File: src/rtl/ps2_pkg.sv
`default_nettype none
// ============================================================================
//  Module   : ps2_pkg
//  Purpose  : Shared types and constants for the PS/2 keyboard receiver.
//  Revision : 1.0 - initial release
// ============================================================================
package ps2_pkg;

    localparam int c_EVT_W = 10;

    typedef struct packed {
        logic       rel;
        logic       ext;
        logic [7:0] code;
    } ps2_evt_t;

    localparam logic [7:0] c_PFX_E0 = 8'hE0;
    localparam logic [7:0] c_PFX_E1 = 8'hE1;
    localparam logic [7:0] c_PFX_F0 = 8'hF0;

    typedef enum logic [1:0] {
        ST_IDLE   = 2'd0,
        ST_DATA   = 2'd1,
        ST_PARITY = 2'd2,
        ST_STOP   = 2'd3
    } rx_state_t;

    // Keyboard status/acknowledge bytes that never become key events.
    function automatic logic is_status_code(input logic [7:0] code);
        return code inside {8'hAA, 8'hFA, 8'hFE, 8'hEE, 8'h00, 8'hFF};
    endfunction

endpackage
`default_nettype wire

File: src/rtl/ps2_evt_fifo.sv
`default_nettype none
// ============================================================================
//  Module   : ps2_evt_fifo
//  Purpose  : Small first-word-fall-through FIFO for keyboard events.
//  Revision : 1.0 - initial release
// ============================================================================
module ps2_evt_fifo #(
    parameter int DEPTH = 4,
    parameter int WIDTH = 10
) (
    input  logic             clk_sys,
    input  logic             reset_n,
    input  logic             i_push,
    input  logic [WIDTH-1:0] i_push_data,
    input  logic             i_pop,
    output logic [WIDTH-1:0] o_head,
    output logic             o_empty,
    output logic             o_full
);

    localparam int c_AW = (DEPTH > 1) ? $clog2(DEPTH) : 1;

    logic [WIDTH-1:0] r_mem [DEPTH];
    logic [c_AW:0]    r_wr_ptr;
    logic [c_AW:0]    r_rd_ptr;
    logic             w_do_push;
    logic             w_do_pop;

    assign o_empty   = (r_wr_ptr == r_rd_ptr);
    assign o_full    = (r_wr_ptr[c_AW-1:0] == r_rd_ptr[c_AW-1:0]) &&
                       (r_wr_ptr[c_AW] != r_rd_ptr[c_AW]);
    assign w_do_pop  = i_pop & ~o_empty;
    // A pop in the same cycle frees the slot, so a full FIFO still accepts.
    assign w_do_push = i_push & (~o_full | w_do_pop);
    assign o_head    = r_mem[r_rd_ptr[c_AW-1:0]];

    always_ff @(posedge clk_sys) begin
        if (!reset_n) begin
            r_wr_ptr <= '0;
            r_rd_ptr <= '0;
        end else begin
            if (w_do_push) r_wr_ptr <= r_wr_ptr + (c_AW+1)'(1);
            if (w_do_pop)  r_rd_ptr <= r_rd_ptr + (c_AW+1)'(1);
        end
    end

    for (genvar i = 0; i < DEPTH; i++) begin : g_entry
        always_ff @(posedge clk_sys) begin
            if (!reset_n)
                r_mem[i] <= '0;
            else if (w_do_push && (r_wr_ptr[c_AW-1:0] == c_AW'(i)))
                r_mem[i] <= i_push_data;
        end
    end

endmodule
`default_nettype wire

File: src/rtl/ps2_kbd_rx.sv
`default_nettype none
// ============================================================================
//  Module   : ps2_kbd_rx
//  Purpose  : PS/2 keyboard frame receiver, prefix decoder and event FIFO.
//  Revision : 1.0 - initial release
// ============================================================================
module ps2_kbd_rx
    import ps2_pkg::*;
#(
    parameter int CLK_HZ     = 28000000,
    parameter int TIMEOUT_US = 2000
) (
    input  logic               clk_sys,
    input  logic               reset_n,
    input  logic               ps2_kbd_clk,
    input  logic               ps2_kbd_data,
    output logic [c_EVT_W-1:0] ev_data,
    output logic               ev_valid,
    input  logic               ev_ready,
    output logic               frame_err,
    output logic               overflow
);

    localparam int c_TO_CYC = CLK_HZ / 1000000 * TIMEOUT_US;
    localparam int c_TO_W   = $clog2(c_TO_CYC + 1);

    logic              r_data_s1, r_data_s2;
    logic              r_clk_s1, r_clk_s2;
    logic [3:0]        r_clk_sr;
    logic              r_clk_filt, r_clk_filt_d;
    logic              w_strike;
    rx_state_t         r_state;
    logic [2:0]        r_bit_cnt;
    logic [c_TO_W-1:0] r_to_cnt;
    logic [7:0]        r_shift;
    logic              r_par_ok;
    logic              r_byte_stb;
    logic              r_frame_err;
    logic              r_ext, r_rel, r_overflow;
    logic              w_push, w_pop, w_empty, w_full;
    ps2_evt_t          w_evt;

    // Sync flops idle high like the bus, so reset release cannot fake an edge.
    always_ff @(posedge clk_sys) begin
        if (!reset_n) begin
            r_data_s1    <= 1'b1;
            r_data_s2    <= 1'b1;
            r_clk_s1     <= 1'b1;
            r_clk_s2     <= 1'b1;
            r_clk_sr     <= 4'b1111;
            r_clk_filt   <= 1'b1;
            r_clk_filt_d <= 1'b1;
        end else begin
            r_data_s1    <= ps2_kbd_data;
            r_data_s2    <= r_data_s1;
            r_clk_s1     <= ps2_kbd_clk;
            r_clk_s2     <= r_clk_s1;
            r_clk_sr     <= {r_clk_sr[2:0], r_clk_s2};
            if (r_clk_sr == 4'b0000)      r_clk_filt <= 1'b0;
            else if (r_clk_sr == 4'b1111) r_clk_filt <= 1'b1;
            r_clk_filt_d <= r_clk_filt;
        end
    end

    assign w_strike = r_clk_filt_d & ~r_clk_filt;

    always_ff @(posedge clk_sys) begin
        if (!reset_n) begin
            r_state     <= ST_IDLE;
            r_bit_cnt   <= 3'd0;
            r_to_cnt    <= '0;
            r_shift     <= 8'h00;
            r_par_ok    <= 1'b0;
            r_byte_stb  <= 1'b0;
            r_frame_err <= 1'b0;
        end else begin
            r_byte_stb  <= 1'b0;
            r_frame_err <= 1'b0;
            if (w_strike || r_state == ST_IDLE) r_to_cnt <= '0;
            else                                r_to_cnt <= r_to_cnt + c_TO_W'(1);

            case (r_state)
                ST_IDLE: begin
                    if (w_strike && !r_data_s2) begin
                        r_state   <= ST_DATA;
                        r_bit_cnt <= 3'd0;
                    end
                end
                ST_DATA: begin
                    if (w_strike) begin
                        r_shift   <= {r_data_s2, r_shift[7:1]};
                        r_bit_cnt <= r_bit_cnt + 3'd1;
                        if (r_bit_cnt == 3'd7) r_state <= ST_PARITY;
                    end
                end
                ST_PARITY: begin
                    if (w_strike) begin
                        r_par_ok <= ^{r_data_s2, r_shift};
                        r_state  <= ST_STOP;
                    end
                end
                ST_STOP: begin
                    if (w_strike) begin
                        r_state <= ST_IDLE;
                        if (r_data_s2 && r_par_ok) r_byte_stb  <= 1'b1;
                        else                       r_frame_err <= 1'b1;
                    end
                end
                default: r_state <= ST_IDLE;
            endcase

            // Keyboard went silent mid-frame: abandon it.
            if (!w_strike && r_state != ST_IDLE &&
                r_to_cnt == c_TO_W'(c_TO_CYC - 1)) begin
                r_state     <= ST_IDLE;
                r_bit_cnt   <= 3'd0;
                r_to_cnt    <= '0;
                r_frame_err <= 1'b1;
            end
        end
    end

    assign w_push = r_byte_stb && r_shift != c_PFX_E0 && r_shift != c_PFX_F0 &&
                    r_shift != c_PFX_E1 && !is_status_code(r_shift);
    assign w_pop  = ev_valid & ev_ready;
    assign w_evt  = '{rel: r_rel, ext: r_ext, code: r_shift};

    always_ff @(posedge clk_sys) begin
        if (!reset_n) begin
            r_ext      <= 1'b0;
            r_rel      <= 1'b0;
            r_overflow <= 1'b0;
        end else begin
            if (r_byte_stb) begin
                if (r_shift == c_PFX_E0)      r_ext <= 1'b1;
                else if (r_shift == c_PFX_F0) r_rel <= 1'b1;
                else if (r_shift != c_PFX_E1) begin
                    r_ext <= 1'b0;
                    r_rel <= 1'b0;
                end
            end
            if (w_push && w_full && !w_pop) r_overflow <= 1'b1;
        end
    end

    ps2_evt_fifo #(
        .DEPTH (4),
        .WIDTH (c_EVT_W)
    ) u_fifo (
        .clk_sys     (clk_sys),
        .reset_n     (reset_n),
        .i_push      (w_push),
        .i_push_data (w_evt),
        .i_pop       (w_pop),
        .o_head      (ev_data),
        .o_empty     (w_empty),
        .o_full      (w_full)
    );

    assign ev_valid  = ~w_empty;
    assign frame_err = r_frame_err;
    assign overflow  = r_overflow;

endmodule
`default_nettype wire

File: config.mk
export PLATFORM = sky130hd
export DESIGN_NAME = ps2_kbd_rx
export DESIGN_NICKNAME = d
export VERILOG_FILES = /design/src/rtl/ps2_pkg.sv /design/src/rtl/ps2_evt_fifo.sv /design/src/rtl/ps2_kbd_rx.sv
export SDC_FILE = /design/constraint.sdc
export NUM_CORES = 1
export LEC_CHECK = 0
export ABC_CLOCK_PERIOD_IN_PS = 4900
export CAP_MARGIN = 20
export CORE_AREA = 2 2 102 104
export CTS_CLUSTER_DIAMETER = 100
export DETAILED_ROUTE_END_ITERATION = 8
export DIE_AREA = 0 0 104 106
export GPL_TIMING_DRIVEN = 0
export PLACE_DENSITY = 0.67
export SYNTH_ARGS = -nofsm -noshare
export SYNTH_HDL_FRONTEND = slang
export SYNTH_SLANG_ARGS = --single-unit
File: constraint.sdc
create_clock -name clk_sys -period 4.9 [get_ports clk_sys]
set_input_delay 0.49 -clock clk_sys [delete_from_list [all_inputs] [get_ports clk_sys]]
set_output_delay 0.49 -clock clk_sys [all_outputs]
set_load 0.01 [all_outputs]
# Yosys cells after proc, flatten, opt, wreduce, memory -nomap -nowiden

Memory sizes are Yosys's and may differ from the RTL's. A register that Yosys moved wholly into a read port is not among the register bits.
Cells that the tools add are included.

Flip-flop bits (word level): 51
Memory bits (writable): 40
Bits of input ports: 5
Output and inout bits: 13
Logic and storage cells: 145
Memories kept: 1

$add $sub $neg: 4
Equality and inequality tests: 28
Multiplexer cells: 39
Bitwise operators: 14
Reduce and logical (&&, ||, !) cells: 40

Memories:

| memory       | words | bits a word | read ports | clocked after Yosys merged registers in | write ports | line               | RTL |
|---|---|---|---|---|---|---|---|
| u_fifo.r_mem | 4     | 10          | 1          | 1                                       | 4           | ps2_evt_fifo.sv:23 | `logic [WIDTH-1:0] r_mem [DEPTH];` |

Operators with widths:

| cell                    | count |
|---|---|
| $eq A8 B8 Y1 const B    | 7 |
| $mux W10                | 4 |
| $mux W1                 | 24 |
| $ne A8 B8 Y1 const B    | 3 |
| $add A16 B1 Y16 const B | 1 |
| $eq A16 B16 Y1 const B  | 1 |
| $logic_and A1 B1 Y1     | 15 |
| $mux W2                 | 7 |
| $reduce_and A3 Y1       | 4 |
| $ne A2 B2 Y1 const B    | 5 |
| $reduce_bool A2 Y1      | 5 |
| $add A3 B1 Y3 const B   | 3 |
| $reduce_xor A9 Y1       | 1 |
| $eq A2 B2 Y1 const B    | 4 |
| $logic_not A8 Y1        | 1 |
| $pmux W2 S4             | 1 |
| $mux W3                 | 2 |
| $pmux W3 S2             | 1 |
| $reduce_bool A6 Y1      | 1 |
| $not A1 Y1              | 5 |
| $or A1 B1 Y1            | 5 |
| $reduce_and A5 Y1       | 1 |
| $and A1 B1 Y1           | 4 |
| $eq A2 B1 Y1 const B    | 2 |
| other kinds (13)        | 18 |

# Logic depth before layout (Yosys ltp)

Gate-level depths: netlist of the first run.

Depth in word-level cells: 11
Mapped depth: 8
Mapped depth without buffers: 6

# Hierarchy

From an unflattened synthesis of the first run, not the netlist that was laid out.

Cells, all modules: 415
Area, all modules: 4495.6 um2

By module, submodules not included:

| module       | instances | cells an instance | area each (um2) | sequential area each (um2) |
|---|---|---|---|---|
| ps2_evt_fifo | 1         | 174               | 2269.7          | 1361.3 |
| ps2_kbd_rx   | 1         | 241               | 2225.9          | 900.9 |

# Worst setup path before layout of the first run

OpenSTA, ideal clock, no wires.

Kind: reg-to-reg
Start: reg r_shift[4]
End: mem u_fifo.r_mem[0][0] (enable)
Library setup time: 391 ps
Data arrival time: 2486 ps
Required time: 4509 ps
Slack: 2023 ps
Stages on the path, launching flop included: 8
Path buffers: 1
Period minus slack after synthesis: 2877 ps
Cell sequence: dfxtp_1 inv_1 ha_1 a22oi_1 o22ai_1 or4_1 buf_6 o21ai_0

RTL lines:

| what                   | line               | RTL |
|---|---|---|
| from (decl)            | ps2_kbd_rx.sv:35   | `logic [7:0] r_shift;` |
| from (signal assigned) | ps2_kbd_rx.sv:91   | `r_shift <= {r_data_s2, r_shift[7:1]};` |
| to (decl)              | ps2_evt_fifo.sv:23 |  |

==> results.tsv, run 1 <==
stage	metric	value	unit
timing	count of final setup violators	0	
final_layout	final-stage net count	489	
placement	post-DP HPWL	6570	µm
drt	Top Layer Used	met4	
logic_synthesis	EDFF count, synth	40	
logic_synthesis	Synth async-reset ratio	0	%
floorplanning	Die ar.	11000	µm²
placement	port bufs	16	
timing	Slew @ Worst Pin	0.834	ns
logic_synthesis	predominant post-synthesis flop cell	dfxtp_1	
drt	detailed router's first-iteration violation count	154	
final_layout	Filler Cells Inserted	885	
placement	placed cell areas	5210	µm²
timing	Setup Skew	0.0133	ns
worst_setup_path	WS Path Type	flip-flop to flip-flop	
floorplanning	IO Pins	18	
grt	vias in the first global route	3188	
grt	largest net degree at the start of global routing	17	
clocking	clk sink count	93	
worst_setup_path	Startpoint Class	flip-flop	
clocking	total CTS buffers	9	
clocking	CTS max path bufs	2	
timing	Highest Clock Rate	335	MHz
floorplanning	Die Wd	104	µm
floorplanning	core area	10000	µm²
final_layout	Layout area overhead	12.0	%
clocking	Resize count post-CTS	0	
drt	DRT met1 WL	4080	µm
drt	DR vias/cell	5.25	
logic_synthesis	Synth Register Bits	93	
timing	Final Slew Violations	0	
drt	Antenna Nets Post-Route	0	
drt	Avg WL per Cell	15.2	µm
floorplanning	initial core utilization	48.5	%
timing	Slew Limit Headroom	43.7	%
drt	routed wl met2	4730	µm
timing	RSZ-0062 raised after global routing	false	
drt	routed wire length	9150	µm
power_and_ir_drop	worst vdd ir	183	µV
worst_setup_path	Worst setup EP type	flip-flop	
power_and_ir_drop	Power Dens Cells	264	nW/µm²
clocking	Root Buffer	clkbuf_8	
drt	vias post-DR	3147	
timing	Fin Setup TNS	0	ns
drt	DR pass1 iterations	4	
floorplanning	Die Y-Extent	106	µm
worst_hold_path	worst min-delay path class	flip-flop to flip-flop	
placement	GPL Wtd Cong	0.840	
grt	initial antenna violation count	0	
timing	fin crit share	60.9	%
clocking	CTS Hold Bufs	0	
grt	Tot GR Track Use	18.1	%
timing	final hold viol count	0	
logic_synthesis	YS warnings	0	
worst_setup_path	CP Data Arrival Time	3.07	ns
drt	metal3 WL	247	µm
drt	DRC errors left	0	
worst_setup_path	CP Data Required Time	4.98	ns
grt	Remaining Overflow, GRT	0	
status	status	completed	
floorplanning	Core Rows	37	
final_layout	share of layout cells above drive strength 1	17.7	%
worst_setup_path	CP max FO	8	
final_layout	Final Cell Area	5440	µm²
timing	fin crit period	2.99	ns
logic_synthesis	Mapped Area	4850	µm²
worst_setup_path	worst reg2reg path depth	8	
worst_hold_path	worst hold stages	1	
logic_synthesis	syn_area_per_cell	11.3	µm²
grt	first-pass GRT wire length	15900	µm
logic_synthesis	distinct cell type count after synthesis	49	
clocking	Post-CTS Setup Bufs	0	
clocking	H-tree depth	3	
logic_synthesis	Seq/Total Area, Yosys	46.6	%
logic_synthesis	Net Count, Synth	459	
clocking	clock-pin slew on the worst setup and hold paths	0.09	ns
run	# Max-Cap Violations	0	
clocking	CTS tree	yes	
logic_synthesis	synthesized instance count	429	
power_and_ir_drop	leakage power total	1.75	nW
final_layout	# diodes	0	
clocking	Worst-Skew Late Latency	0.36	ns
[worst max-delay path: stages (launching register included)]
cell and delay (ns):
dfxtp_1 0.48, inv_1 0.10, ha_1 0.28, a22oi_1 0.20, o22ai_1 0.17, or4_1 0.54
buf_6 0.17, o21ai_1 0.54, buf_6 0.22
[cell usage in the layout, fill, tap and decap left out, drive strengths merged, types with 2 or more instances in the layout]
cell	netlist	layout
nor2	61	61
nand3	54	54
dfxtp	53	53
edfxtp	40	40
ha	25	25
clkbuf	14	23
inv	16	17
nand2	16	16
clkdlybuf4s50	0	16
nand2b	15	15
xor2	15	15
mux2i	14	14
nor2b	13	13
buf	9	12
mux4	10	10
a21oi	9	9
nand4	8	8
o21ai	8	8
and2	7	7
xnor2	6	6
and3	5	5
nor4	4	4
or3	3	3
a22oi	2	2
nor4bb	2	2
o211ai	2	2
bufinv	0	2
clkinv	0	2
nor4b	2	2
clkinvlp	0	2
[stage by stage]
step                      total power [mW]  util (%)  setup WS, ns  std cells  hold slack (ns)
after floorplan                      0.869         -          2.02        429            0.386
after global placement               0.889      51.8          1.21        581            0.390
after detailed placement             0.893      52.1          1.90        584            0.397
after CTS                             1.45      54.4          1.88        600            0.418
after global routing                  1.48      54.4          1.70        600            0.444
final                                 1.44      54.4          1.91        600            0.413
[area by class of cell]
cell class | instances | area (µm²) | area share (%)
clock buffers | 9 | 124 | 2.28
multi-input cells | 297 | 2370 | 43.6
well taps | 136 | 170 | 3.13
clock inverters | 7 | 98.8 | 1.82
inverters | 16 | 60.1 | 1.10
flip-flops and latches | 93 | 2260 | 41.6
repair buffers | 19 | 190 | 3.50
plain buffers | 23 | 163 | 2.99
[cell usage after synthesis, drive strengths merged, types with 2 or more instances]
library cell	instances	area [µm²]
nor4bb	2	20.0
a22oi	2	15.0
clkbuf	14	52.6
nand4	8	50.1
or3	3	20.0
ha	25	313
xnor2	6	52.6
and3	5	31.3
buf	9	110
o211ai	2	15.0
nand2	16	60.1
nand3	54	270
nor4	4	25.0
edfxtp	40	1200
and2	7	43.8
nor2b	13	81.3
o21ai	8	40.0
inv	16	60.1
mux4	10	225
a21oi	9	45.0
mux2i	14	140
nor2	61	529
xor2	15	146
dfxtp	53	1060
nor4b	2	23.8
nand2b	15	93.8
[registers in the layout, indices dropped and copies added, names as in the netlist, named ones only]
| register | count |
|---|---|
| r_par_ok | 1 |
| r_clk_s1 | 1 |
| r_state | 2 |
| r_bit_cnt | 3 |
| r_ext | 1 |
| r_to_cnt | 16 |
| u_fifo.r_wr_ptr | 3 |
| r_rel | 1 |
| r_clk_filt | 1 |
| frame_err | 1 |
| r_byte_stb | 1 |
| r_shift | 8 |
| r_clk_sr | 4 |
| r_clk_s2 | 1 |
| overflow | 1 |
| u_fifo.r_rd_ptr | 3 |
| u_fifo.r_mem | 40 |
| r_clk_filt_d | 1 |
| r_data_s1 | 1 |
| r_data_s2 | 1 |
[metal layers]
layer / up-vias / track usage [%]
li1: 1571 / -
met4: 0 / 5.21
met1: 1519 / 22.2
met3: 8 / 3.13
met5: - / 0
met2: 49 / 32.7
[final timing paths]
path	startpoint	endpoint	slack [ns]
hold reg to reg	r_data_s1$_SDFF_PN1_	r_data_s2$_SDFF_PN1_	0.41
setup reg to reg	r_shift[4]$_SDFFE_PN0P_	u_fifo.r_mem[1][1]$_SDFFCE_PN0P_	1.91
setup / recovery	r_shift[4]$_SDFFE_PN0P_	u_fifo.r_mem[1][1]$_SDFFCE_PN0P_	1.91
hold / removal	r_data_s1$_SDFF_PN1_	r_data_s2$_SDFF_PN1_	0.41
[power by group]
group	internal, mW	leakage [nW]	switching [mW]
Combinational	0.0189	0.827	0.0273
Sequential	0.823	0.816	0.00495
Clock	0.289	0.106	0.274
Total	1.13	1.75	0.307
[logic make-up after synthesis]
family                     after synthesis  share of synthesized area [%]
and+or+nand+nor                        193                           26.2
AOI/OAI and AO/OA                       34                           4.56
adders and majority gates               25                           6.44
buffers and inverters                   39                           4.59
xor gates and xnor gates                21                           4.10
DFF                                     93                           46.6
muxes                                   24                           7.53
Note: power is estimated with default switching activity, not from simulation.
==> run 2: changes to the inputs <==
--- a/config.mk
+++ b/config.mk
@@ -5,7 +5,7 @@
 export SDC_FILE = /design/constraint.sdc
 export NUM_CORES = 1
 export LEC_CHECK = 0
-export ABC_CLOCK_PERIOD_IN_PS = 4900
+export ABC_CLOCK_PERIOD_IN_PS = 2900
 export CAP_MARGIN = 20
 export CORE_AREA = 2 2 102 104
 export CTS_CLUSTER_DIAMETER = 100
==> constraint.sdc (replaced) <==
create_clock -name clk_sys -period 2.9 [get_ports clk_sys]
set_input_delay 0.29 -clock clk_sys [delete_from_list [all_inputs] [get_ports clk_sys]]
set_output_delay 0.29 -clock clk_sys [all_outputs]
set_load 0.01 [all_outputs]
==> run 2 against run 1 <==
  * Core utilization increased by 0.23 points
  * Critical path depth unchanged
  * Fmax increased by 9.4%
  * Setup slack got worse by 1.7 ns
  * Global-route usage unchanged
  * Worst hold slack got worse by 0.091 ns
  * First-iteration DRC count decreased by 7.1%
  * Combinational power increased by 73%
  * Non-clock buffer count unchanged
  * Via count increased by 0.70%
  * Die area unchanged
  * Critical path type unchanged
  * Critical endpoint unchanged
  * Highest routed layer unchanged
==> results.tsv, run 2 (synthesis results as in run 1) <==
stage	metric	value	unit
drt	routed wire length	9170	µm
drt	Avg WL per Cell	15.3	µm
power_and_ir_drop	Sw Share	21.3	%
worst_setup_path	Critical Path End	u_fifo.r_mem[1][1]$_SDFFCE_PN0P_	
status	status	completed	
timing	Highest Clock Rate	366	MHz
floorplanning	Die Y-Extent	106	µm
drt	vias post-DR	3169	
power_and_ir_drop	logic gate share of total power	3.3	%
worst_setup_path	worst reg2reg path depth	8	
final_layout	Layout area overhead	12.5	%
worst_setup_path	Worst setup EP type	flip-flop	
clocking	clk sink count	93	
timing	Final Slew Violations	0	
placement	port bufs	16	
placement	worst slack at placement	-0.100	ns
timing	Setup Skew	0.00990	ns
worst_setup_path	CP max FO	8	
drt	DR pass1 iterations	4	
power_and_ir_drop	total power	2.43	mW
worst_setup_path	Startpoint Class	flip-flop	
clocking	Worst-Skew Late Latency	0.36	ns
floorplanning	Die ar.	11000	µm²
worst_setup_path	WS Path Type	flip-flop to flip-flop	
grt	first-pass GRT wire length	15900	µm
placement	post-DP HPWL	6570	µm
power_and_ir_drop	clock share of power	39.2	%
placement	placed cell areas	5210	µm²
timing	Fin Setup TNS	0	ns
worst_setup_path	flop-to-flop setup slack	0.17	ns
power_and_ir_drop	internal power	1.91	mW
placement	GPL Wtd Cong	0.840	
final_layout	Top reg by flops	u_fifo.r_mem	
floorplanning	Die Wd	104	µm
clocking	CTS max path bufs	2	
drt	DR vias/cell	5.28	
final_layout	# diodes	0	
final_layout	share of layout cells above drive strength 1	18.8	%
timing	final hold viol count	0	
timing	final setup margin	0.171	ns
power_and_ir_drop	P_sw	0.517	mW
drt	DRC errors left	0	
final_layout	Final Cell Area	5460	µm²
grt	Remaining Overflow, GRT	0	
grt	largest net degree at the start of global routing	17	
grt	vias in the first global route	3188	
clocking	clock-pin slew on the worst setup and hold paths	0.09	ns
clocking	H-tree depth	3	
worst_setup_path	Critical R2R Launch	r_shift[6]$_SDFFE_PN0P_	
final_layout	max reg flops	40	
worst_setup_path	crit path launch	r_shift[6]$_SDFFE_PN0P_	
timing	RSZ-0062 raised after global routing	false	
timing	Slew @ Worst Pin	0.847	ns
clocking	total CTS buffers	9	
drt	Antenna Nets Post-Route	0	
power_and_ir_drop	leakage power total	1.75	nW
worst_setup_path	CP Data Arrival Time	2.81	ns
placement	placed insts	584	
final_layout	Top Registers	u_fifo.r_mem (40), r_to_cnt (16), r_shift (8)	
floorplanning	initial core utilization	48.5	%
clocking	CTS tree	yes	
timing	WHS	0.322	ns
final_layout	most common cell after layout, fill and taps aside	nand3_1	
drt	detailed router's first-iteration violation count	143	
power_and_ir_drop	Seq pwr share	57.6	%
power_and_ir_drop	worst vdd ir	310	µV
worst_setup_path	reg2reg end	u_fifo.r_mem[1][1]$_SDFFCE_PN0P_	
worst_hold_path	worst min-delay path class	primary input to flip-flop	
timing	fin crit period	2.73	ns
floorplanning	Core Rows	37	
final_layout	commonest non-fill, non-tap cells in the layout	54 x nand3_1, 52 x dfxtp_1, 40 x nor2_4, 40 x edfxtp_1, 25 x ha_1	
timing	Slew Limit Headroom	42.8	%
timing	fin crit share	94.1	%
floorplanning	core area	10000	µm²
run	# Max-Cap Violations	0	
grt	Tot GR Track Use	18.1	%
grt	initial antenna violation count	0	
clocking	Root Buffer	clkbuf_8	
final_layout	final-stage net count	489	
power_and_ir_drop	Power Dens Cells	445	nW/µm²
final_layout	final core area utilization	54.6	%
floorplanning	IO Pins	18	
final_layout	Finished Layout Cells	600	
worst_setup_path	CP Data Required Time	2.98	ns
timing	count of final setup violators	0	
run 2: worst min-delay path by stage:
stage                                    to  slack, ns            startpoint  cells past startpoint
floorplan               r_clk_s2$_SDFF_PN1_       0.39   r_clk_s1$_SDFF_PN1_                      1
global placement       r_data_s2$_SDFF_PN1_       0.39  r_data_s1$_SDFF_PN1_                      1
detailed placement     r_data_s2$_SDFF_PN1_       0.40  r_data_s1$_SDFF_PN1_                      1
CTS                 r_clk_filt_d$_SDFF_PN1_       0.34               reset_n                      2
global route        r_clk_filt_d$_SDFF_PN1_       0.37               reset_n                      2
finish              r_clk_filt_d$_SDFF_PN1_       0.32               reset_n                      2
run 2: layout make-up:
type	instances	area (µm²)
fill	879	4540
multi-input combinational	297	2390
sequential	93	2260
timing repair buffer	19	190
tap	136	170
buffer	23	163
clock buffer	9	124
clock inverter	7	98.8
inverter	16	60.1
run 2: per-layer routing:
metal	vias up	share of wire (%)	global-route usage, %
li1	1573	-	-
met2	71	52	32.7
met4	0	1.0	5.21
met1	1516	44	22.2
met3	9	3.7	3.13
met5	-	0	0
run 2: repair_timing:
action,CTS,global route
buffers inserted,0,0
resized for setup,3,3
endpoints found under the setup margin,19,29
hold buffers,0,0
run 2: worst max-delay path, stage by stage (launching register included):
cell	delay, ns
dfxtp_1	0.50
inv_1	0.11
ha_1	0.21
a22oi_1	0.20
o22ai_1	0.17
or4_1	0.54
buf_6	0.18
o21ai_2	0.35
buf_6	0.19
run 2: power groups by stage:
stage	combinational (mW)	clock, mW	sequential, mW
2_1_floorplan	0.0429	0	1.43
3_3_place_gp	0.0740	0	1.43
3_5_place_dp	0.0798	0	1.43
4_1_cts	0.0808	0.973	1.40
5_1_grt	0.0871	1.02	1.40
6_report	0.0798	0.951	1.40
==> run 3: changes to the inputs <==
--- a/config.mk
+++ b/config.mk
@@ -12,7 +12,8 @@
 export DETAILED_ROUTE_END_ITERATION = 8
 export DIE_AREA = 0 0 104 106
 export GPL_TIMING_DRIVEN = 0
-export PLACE_DENSITY = 0.67
+export PLACE_DENSITY = 0.66
+export RECOVER_POWER = 100
 export SYNTH_ARGS = -nofsm -noshare
 export SYNTH_HDL_FRONTEND = slang
 export SYNTH_SLANG_ARGS = --single-unit
==> run 3 against run 2 <==
  * Worst hold slack gained 0.0089 ns
  * Sequential power about the same
  * Clock power is 7.8% lower
  * Critical path type unchanged
  * Largest cell class unchanged
  * Largest power group unchanged
==> results.tsv, run 3 (synthesis results as in run 1) <==
stage	metric	value	unit
grt	first-pass GRT wire length	16000	µm
clocking	Worst-Skew Late Latency	0.36	ns
floorplanning	Die Y-Extent	106	µm
timing	Final Slew Violations	0	
power_and_ir_drop	internal power	1.83	mW
power_and_ir_drop	worst vdd ir	277	µV
worst_setup_path	Worst setup EP type	flip-flop	
grt	Tot GR Track Use	18.1	%
worst_setup_path	CP max FO	10	
floorplanning	core area	10000	µm²
final_layout	final-stage net count	489	
timing	Highest Clock Rate	374	MHz
clocking	total CTS buffers	9	
timing	Slew Limit Headroom	43.5	%
timing	count of final setup violators	0	
floorplanning	Die Wd	104	µm
grt	initial antenna violation count	0	
timing	RSZ-0062 raised after global routing	false	
final_layout	Final Cell Area	5330	µm²
drt	routed wire length	9250	µm
worst_setup_path	WS Path Type	flip-flop to flip-flop	
placement	port bufs	16	
final_layout	final core area utilization	53.3	%
timing	Slew @ Worst Pin	0.836	ns
final_layout	Top Registers	u_fifo.r_mem (40), r_to_cnt (16), r_shift (8)	
floorplanning	Die ar.	11000	µm²
worst_setup_path	CP Data Required Time	3.09	ns
power_and_ir_drop	Sw Share	22.5	%
clocking	CTS tree	yes	
placement	placed insts	584	
final_layout	most common cell after layout, fill and taps aside	nand3_1	
worst_setup_path	Startpoint Class	flip-flop	
clocking	Root Buffer	clkbuf_8	
final_layout	# diodes	0	
timing	Fin Setup TNS	0	ns
placement	worst slack at placement	-0.0601	ns
timing	final hold viol count	0	
grt	vias in the first global route	3310	
clocking	Post-CTS Setup Bufs	0	
drt	Antenna Nets Post-Route	0	
clocking	clk sink count	93	
timing	fin crit period	2.67	ns
final_layout	Filler Cells Inserted	914	
worst_setup_path	CP Data Arrival Time	2.87	ns
power_and_ir_drop	Seq pwr share	59.3	%
drt	detailed router's first-iteration violation count	159	
power_and_ir_drop	logic gate share of total power	3.4	%
timing	Setup Skew	0.0133	ns
final_layout	Top reg by flops	u_fifo.r_mem	
worst_hold_path	worst min-delay path class	primary input to flip-flop	
placement	placed cell areas	5220	µm²
clocking	CTS max path bufs	2	
grt	largest net degree at the start of global routing	17	
final_layout	max reg flops	40	
timing	final setup margin	0.228	ns
timing	WHS	0.331	ns
power_and_ir_drop	P_sw	0.530	mW
power_and_ir_drop	clock share of power	37.2	%
floorplanning	Core Rows	37	
clocking	H-tree depth	3	
final_layout	share of layout cells above drive strength 1	16.4	%
final_layout	commonest non-fill, non-tap cells in the layout	54 x nand3_1, 53 x dfxtp_1, 40 x edfxtp_1	
power_and_ir_drop	Power Dens Cells	442	nW/µm²
status	status	completed	
placement	GPL Wtd Cong	0.853	
drt	vias post-DR	3201	
timing	fin crit share	92.1	%
grt	Remaining Overflow, GRT	0	
run	# Max-Cap Violations	0	
final_layout	Layout area overhead	9.82	%
drt	DR vias/cell	5.34	
drt	Avg WL per Cell	15.4	µm
final_layout	Finished Layout Cells	600	
floorplanning	IO Pins	18	
clocking	clock-pin slew on the worst setup and hold paths	0.09	ns
drt	DRC errors left	0	
power_and_ir_drop	total power	2.36	mW
drt	DR pass1 iterations	4	
floorplanning	initial core utilization	48.5	%
placement	post-DP HPWL	6550	µm
power_and_ir_drop	leakage power total	1.75	nW
run 3: path summary, 6_finish.rpt:
kind | cells after the start | end | startpoint | slack, ns
worst min register to register | 1 | r_clk_s2$_SDFF_PN1_ | r_clk_s1$_SDFF_PN1_ | 0.42
worst min-delay path | 2 | r_clk_filt_d$_SDFF_PN1_ | reset_n | 0.33
worst max register to register | 8 | u_fifo.r_mem[0][9]$_SDFFCE_PN0P_ | r_shift[4]$_SDFFE_PN0P_ | 0.23
worst max-delay path | 8 | u_fifo.r_mem[0][9]$_SDFFCE_PN0P_ | r_shift[4]$_SDFFE_PN0P_ | 0.23
run 3: repair_timing:
action / CTS / global route
setup endpoints to repair: 12 / 24
gates cloned: 0 / 0
resized for setup: 2 / 5
hold buffers: 0 / 0
run 3: critical path, cell delays in order, from the launching register on:
cell and delay [ns]:
dfxtp_1 0.48, inv_1 0.11, ha_1 0.29, a22oi_1 0.19, o22ai_1 0.17, or4_1 0.54, buf_6 0.16, clkbuf_2 0.33
nor2_1 0.25
run 3: layout make-up:
type                    count  area, µm²  area share, %
plain buffers              23        101           1.90
clock inverters             7       73.8           1.38
well taps                 136        170           3.19
clock buffers               9        124           2.32
multi-input cells         297       2340           44.0
inverters                  16       60.1           1.13
flip-flops and latches     93       2260           42.4
repair buffers             19        194           3.64
run 3: routing by layer:
| layer | share of wire (%) | GRT usage [%] | wire length (µm) | up-vias |
|---|---|---|---|---|
| met4 | 2.1 | 6.95 | 197 | 0 |
| met2 | 51 | 31.6 | 4720 | 59 |
| met3 | 3.3 | 2.76 | 308 | 18 |
| met1 | 43 | 22.6 | 4020 | 1552 |
| met5 | 0 | 0 | 0 | - |
| li1 | - | - | - | 1572 |
run 3: power groups by stage:
| stage | logic (mW) | clock network, mW | registers [mW] |
|---|---|---|---|
| after floorplan | 0.0429 | 0 | 1.43 |
| after global placement | 0.0742 | 0 | 1.43 |
| after detailed placement | 0.0802 | 0 | 1.43 |
| after CTS | 0.0809 | 0.893 | 1.40 |
| after global routing | 0.0875 | 0.949 | 1.40 |
| final | 0.0803 | 0.877 | 1.40 |
